### src/rtl/rf_pkg.sv
// Shared register-file types and the 2-way round-robin pick helper.
// Used by reg_file, its sequencers and rf_write_arbiter.
package rf_pkg;

  localparam int RF_ADDR_W = 4;
  localparam int RF_DATA_W = 8;

  typedef logic [RF_ADDR_W-1:0] rf_addr_t;
  typedef logic signed [RF_DATA_W-1:0] rf_data_t;

  typedef struct packed {
    rf_addr_t addr;
    rf_data_t data;
  } rf_wr_t;

  // One-hot grant; a tie goes to the requester named by prio.
  function automatic logic [1:0] rr_pick(
    input logic [1:0] valid,
    input logic       prio
  );
    logic [1:0] g;
    g = 2'b00;
    case (valid)
      2'b01:   g = 2'b01;
      2'b10:   g = 2'b10;
      2'b11:   g = prio ? 2'b10 : 2'b01;
      default: g = 2'b00;
    endcase
    return g;
  endfunction

endpackage

### src/rtl/rf_write_arbiter_rr_arb2.sv
// Two-way round-robin grant with priority pointer and last-grant index.
// Grants are suppressed while rst_n is low.
module rr_arb2
  import rf_pkg::*;
(
  input  logic       clk,
  input  logic       rst_n,
  input  logic [1:0] valid_i,
  output logic [1:0] grant_o,
  output logic       last_o
);

  logic prio_q, prio_d;
  logic last_q, last_d;

  always_comb begin
    grant_o = rst_n ? rr_pick(valid_i, prio_q) : 2'b00;
    prio_d  = prio_q;
    last_d  = last_q;
    if (|grant_o) begin
      prio_d = grant_o[0];
      last_d = grant_o[1];
    end
  end

  always_ff @(posedge clk) begin
    if (!rst_n) begin
      prio_q <= 1'b0;
      last_q <= 1'b0;
    end else begin
      prio_q <= prio_d;
      last_q <= last_d;
    end
  end

  assign last_o = last_q;

endmodule

### src/rtl/rf_write_arbiter.sv
// Register-file write-port arbiter: round-robin, registered write, RAW hazards.
// Optional RF_ARB_ZERO_PROTECT_EN makes register 0 read-only.
module rf_write_arbiter
  import rf_pkg::*;
#(
  parameter int ADDR_W = RF_ADDR_W,
  parameter int DATA_W = RF_DATA_W
) (
  input  logic                     clk,
  input  logic                     rst_n,
  input  logic                     req0_valid,
  input  logic [ADDR_W-1:0]        req0_addr,
  input  logic signed [DATA_W-1:0] req0_data,
  output logic                     req0_ready,
  input  logic                     req1_valid,
  input  logic [ADDR_W-1:0]        req1_addr,
  input  logic signed [DATA_W-1:0] req1_data,
  output logic                     req1_ready,
  input  logic [ADDR_W-1:0]        rd_addr1,
  input  logic [ADDR_W-1:0]        rd_addr2,
  output logic [ADDR_W-1:0]        wr_addr,
  output logic signed [DATA_W-1:0] wr_data,
  output logic                     wr_en,
  output logic                     hazard1,
  output logic                     hazard2,
  output logic                     last_grant
);

  typedef struct packed {
    logic [ADDR_W-1:0]        addr;
    logic signed [DATA_W-1:0] data;
  } wr_t;

  logic [1:0] grant;
  wr_t        pick;
  wr_t        wr_q, wr_d;
  logic       en_q, en_d;
  logic       zero_blk;
  logic       hz_ok;

  rr_arb2 u_arb (
    .clk     (clk),
    .rst_n   (rst_n),
    .valid_i ({req1_valid, req0_valid}),
    .grant_o (grant),
    .last_o  (last_grant)
  );

  assign req0_ready = grant[0];
  assign req1_ready = grant[1];

  always_comb begin
    pick = '0;
    unique case (1'b1)
      grant[0]: pick = '{addr: req0_addr, data: req0_data};
      grant[1]: pick = '{addr: req1_addr, data: req1_data};
      default:  pick = '0;
    endcase
`ifdef RF_ARB_ZERO_PROTECT_EN
    zero_blk = (pick.addr == '0);
`else
    zero_blk = 1'b0;
`endif
    wr_d = wr_q;
    en_d = 1'b0;
    if (|grant) begin
      wr_d = pick;
      en_d = !zero_blk;
    end
  end

  always_ff @(posedge clk) begin
    if (!rst_n) begin
      en_q <= 1'b0;
      wr_q <= '0;
    end else begin
      en_q <= en_d;
      wr_q <= wr_d;
    end
  end

  // Gating with rst_n cancels a write that is in flight at the reset edge.
  assign wr_en   = en_q & rst_n;
  assign wr_addr = wr_q.addr;
  assign wr_data = wr_q.data;

`ifdef RF_ARB_ZERO_PROTECT_EN
  assign hz_ok = wr_en && (wr_addr != '0);
`else
  assign hz_ok = wr_en;
`endif

  assign hazard1 = hz_ok && (rd_addr1 == wr_addr);
  assign hazard2 = hz_ok && (rd_addr2 == wr_addr);

endmodule

### config.mk
export PLATFORM = sky130hd
export DESIGN_NAME = rf_write_arbiter
export DESIGN_NICKNAME = d
export VERILOG_FILES = /design/src/rtl/rf_pkg.sv /design/src/rtl/rf_write_arbiter_rr_arb2.sv /design/src/rtl/rf_write_arbiter.sv
export SDC_FILE = /design/constraint.sdc
export NUM_CORES = 1
export LEC_CHECK = 0
export CAP_MARGIN = 20
export CORE_MARGIN = 1.5
export CORE_UTILIZATION = 32
export CTS_CLUSTER_SIZE = 28
export DETAILED_ROUTE_END_ITERATION = 8
export GPL_TIMING_DRIVEN = 0
export PLACE_DENSITY = 0.82
export SYNTH_ARGS = -nofsm -noshare
export SYNTH_HDL_FRONTEND = slang
export SYNTH_SLANG_ARGS = --single-unit
### constraint.sdc
create_clock -name clk -period 1.6 [get_ports clk]
set_input_delay 0.16 -clock clk [delete_from_list [all_inputs] [get_ports clk]]
set_output_delay 0.16 -clock clk [all_outputs]
set_load 0.01 [all_outputs]
-- Word level (Yosys, flattened, before mapping)
Cells that the tools add are included.
- word-level logic and storage cells: 19
- memories kept: 0
- bits in read-only memories: 0
- bits in latches: 0
- output and inout port bits: 18
- bits in writable memories: 0
- input port bits: 36
- register bits: 15
- shifts and indexed selects: 0
- muxes and demuxes: 5
- magnitude comparators: 0
- multipliers: 0
- bitwise gates (word level): 1
- equality and inequality tests: 5
- div/mod/pow operators: 0
- reductions and logical operators: 3
- $add $sub $neg: 0
- operators with widths (operator ; count):
    one-hot mux 12 bit (2 select lines) ; 1
    equality test 4 bit ; 2
    one-hot mux 2 bit (3 select lines) ; 1
    equality test 2 bit, second input constant ; 2
    2-to-1 mux 2 bit ; 2
    equality test 2 x 1 -> 1 bit, second input constant ; 1
    logical AND 1 bit ; 2
    OR reduction 2 bit ; 1
    bitwise AND 1 bit ; 1
    2-to-1 mux 1 bit ; 1

-- Depth between registers and ports, before layout
- word-level depth: 5
- mapped depth: 4
- depth with buffers taken out: 3

-- By module
From an unflattened synthesis, not the netlist that was laid out.
- cells, all modules: 78
- area, all modules: 779.5 um^2
- modules (own cells, without submodules) (module ; instances ; cells each ; sequential area each (um^2) ; area each (um^2)):
    rf_write_arbiter ; 1 ; 68 ; 260.2 ; 691.9
    rr_arb2 ; 1 ; 10 ; 40.0 ; 87.6

-- Worst setup path before layout
Ideal clock, no wire load.
- kind: reg2reg
- start: register u_arb.prio_q
- end: register wr_q (netlist bit wr_addr[3])
- cell stages (with the launch flop): 5
- path buffers: 1
- data arrival time: 1.033 ns
- required time: 1.478 ns
- slack: 0.446 ns
- period minus slack after synthesis: 1.154 ns
- library setup time: 0.122 ns
- path through: dfxtp_1 nand2_2 and3_4 buf_6 a221o_1
- cells in the longest elaborated chain, start to end: 4
- elaborated cells on any way between the ends: 5
- classes of those cells: 4 x mux; 1 x reduce/logical
- RTL lines (item ; line ; source):
    from (decl) ; rf_write_arbiter_rr_arb2.sv:13 ; logic prio_q, prio_d;
    from (signal assigned) ; rf_write_arbiter_rr_arb2.sv:31 ; prio_q <= prio_d;
    2-to-1 mux 2 bit * ; rf_pkg.sv:26 ; 2'b11: g = prio ? 2'b10 : 2'b01;
    one-hot mux 2 bit (3 select lines) * ; rf_pkg.sv:23 ; case (valid)
    2-to-1 mux 2 bit * ; rf_write_arbiter_rr_arb2.sv:17 ; grant_o = rst_n ? rr_pick(valid_i, prio_q) : 2'b00;
    via req0_ready ; rf_write_arbiter.sv:14 ; output logic req0_ready,
    one-hot mux 12 bit (2 select lines) or OR reduction 2 bit (tied branches) ; rf_write_arbiter.sv:54, rf_write_arbiter.sv:66 ;
    to (signal assigned) ; rf_write_arbiter.sv:78 ; wr_q <= wr_d;
    to (decl) ; rf_write_arbiter.sv:36 ; wr_t wr_q, wr_d;
Mark *: on every way through the listed nets, which the timed path passes. The rest lies on a longest branch.
A chain may end at the register's enable or synchronous reset.

-- Final worst setup path
- start: register u_arb.prio_q
- end: output port req0_ready
- cells in the longest elaborated chain, start to end: 3
- RTL lines (item ; line):
    2-to-1 mux 2 bit ; rf_pkg.sv:26
    one-hot mux 2 bit (3 select lines) ; rf_pkg.sv:23
    2-to-1 mux 2 bit ; rf_write_arbiter_rr_arb2.sv:17
    to (decl) ; rf_write_arbiter.sv:14
No other way between the ends.

==> metrics <==
post-route minimum period 1.49 ns; main combinational cell family by area after synthesis compound AO/OA/AOI/OAI gates; Max stage delay cell, worst path dfxtp_2; PortBufs 53; Core Area 0.00198 mm2; mux share of post-synthesis cell area 0; top cell type's share of synthesized area 0.437; Static Leak 0.527 nW; first-pass GRT wire length 3.45 mm; most frequent cells after synthesis dfxtp_1, and2_1, a221o_1, xor2_1; Async S/R FF share, synth 0; CP Class flip-flop to output pin; Crit Path Max Fanout 10; worst path bufs/invs 2; Synth Cell Area 687 um2; Horiz. Die Dim 49.3 um; Post-Synth XOR/XNOR Area 0.102; placed cell count 146; Mapped Nets 102; Top FF cell, synth dfxtp_1; H-tree depth 1; post-synthesis compound-gate area fraction 0.220; antenna violations before repair 0; ANT cells 0; drt first pass iters 4; register bit count reported by yosys 15; Syn Area/Cell 10.4 um2; top cell type by total area after synthesis dfxtp_1; max cap viols 0; status complete, no violations; Ports 54; WL/cell 13.8 um; relative slew slack 0.759; critical path startpoint category flip-flop; GRT busiest layer met2; instance count on the critical path 4; CTS root buf clkbuf_4; Clk pin slew, worst setup/hold paths 0.09 ns; gr ovfl total 0; Via density 4.92; CTS sink cnt 15; Final ANT Viol Nets 0; final cycle utilization of the critical path 0.932; DRC 0; YS warnings 0; Pins Over Slew Limit 0; Iter 0 DRT Violations 7; number of enable flip-flop cells after synthesis 0; Slew @ Worst Pin 0.360 ns; die area 0.00243 mm2; most common cell in the netlist dfxtp_1; Reg2Reg Depth 4; row count 16; RSZ-0062 raised after global routing false; area share of fa/ha/maj cells after synthesis 0; Clock Latency Late Sink 0.28 ns; Setup crit end kind output pin; met3 usage 0.0184; Starting Density 0.347; WL final 2.07 mm; design area 0.00129 mm2; Clock Path Buffers 2; Vias 738; library cells used by synthesis 20; final-layout fill cell count 169; top post-synthesis cells by area dfxtp_1, a221o_1, and2_1; clk_skew 0.00726 ns; largest net degree at the start of global routing 11; peak supply drop 0.394 mV; Req. time, crit path 1.44 ns; share of layout cells above drive strength 1 0.146; DP Wirelength 1.60 mm; Mapped Cells 66; Seq/Total Area, Yosys 0.437; Die H 49.3 um; Hold Vio Cnt, Final 0; cell area after placement 0.00125 mm2; area share of and/or/nand/nor cells after synthesis 0.204; Hold Path Stages 2; vias in the first global route 755; Layout Nets 160; cell-by-cell listing of the critical path nand2_2 -> and3_4 -> buf_6 -> dlygate4sd2_1; Worst Hold Class input pin to flip-flop; post-route insts no fill 150; Area growth syn-to-layout 87.6%; Power Dens Cells 697 mW/mm2; Critical Path AT 1.33 ns; CP peak stage delay 0.36 ns; Max Freq 670 MHz; CTS tree yes; GRT Total Usage 0.183; Routability Congestion 0.711; final count of negative-setup-slack endpoints 0; GR Util met1 0.233; CTS buffer count 3; GR Util met2 0.306; delay-heaviest family, CP buffers and inverters
[metal layers]
metal	share of wire	up-vias
met5	0	-
met1	0.43	347
met3	0.053	2
met2	0.51	33
li1	-	356
met4	0.010	0
[area by class of cell]
cell class	instances	area [um2]	share of cell area
multi-input combinational	47	379	0.294
inverter	1	3.75	0.00291
tap	27	33.8	0.0262
sequential	15	303	0.235
buffer	3	27.5	0.0214
clock inverter	1	5.00	0.00388
clock buffer	3	22.5	0.0175
timing repair buffer	53	514	0.399
[power by group]
part	switching, W	internal, W
sequential	0.0000215	0.000405
combinational	0.0000857	0.000170
clock	0.000124	0.0000927
[cells in the final DEF, fill, tap and decap left out, drive strengths merged, types with 2 or more instances in the layout]
cell type      count
buf                2
nor4               2
dlygate4sd2        5
nand2              4
and2              14
dfxtp             15
xor2               6
clkbuf             6
clkdlybuf4s50     46
xnor2              2
a221o             12
[logic make-up (layout without fill, tap and decap cells)]
| family | after synthesis | count (layout) |
|---|---|---|
| flops | 15 | 15 |
| simple gates | 23 | 23 |
| compound gates | 16 | 16 |
| xor+xnor | 8 | 8 |
| buf+inv | 4 | 61 |
[state kept, by name, indices dropped and copies added (netlist names)]
register and flops:
wr_data 8, wr_addr 4, en_q 1, u_arb.last_o 1
u_arb.prio_q 1
[what timing repair did]
action | CTS | global route
hold buffers | 0 | 0
resized for setup | 12 | 7
setup endpoints to repair | 5 | 2
buffers inserted | 0 | 0
pin swaps | 0 | 1
[final timing paths]
kind | slack, ns | from | end
setup / recovery | 0.11 | u_arb.prio_q | req0_ready
setup reg to reg | 0.37 | u_arb.prio_q | wr_data[1]
hold / removal | 0.33 | req1_valid | en_q
hold reg to reg | 0.54 | u_arb.prio_q | u_arb.prio_q
[through the flow]
| stage | total power [W] | TNS, ns | util | setup slack (ns) | hold WS [ns] |
|---|---|---|---|---|---|
| finish | 0.000899 | 0 | 0.650 | 0.108 | 0.334 |
| detailed placement | 0.000688 | -2.24 | 0.631 | -0.534 | 0.540 |
| global route | 0.000951 | 0 | 0.650 | 0.0422 | 0.324 |
| CTS | 0.000908 | 0 | 0.650 | 0.0481 | 0.327 |
| global placement | 0.000681 | -1.53 | 0.631 | -0.496 | 0.526 |
| floorplan | 0.000517 | 0 | - | 0.446 | 0.270 |
No activity file was read; power rests on OpenSTA's default activity.
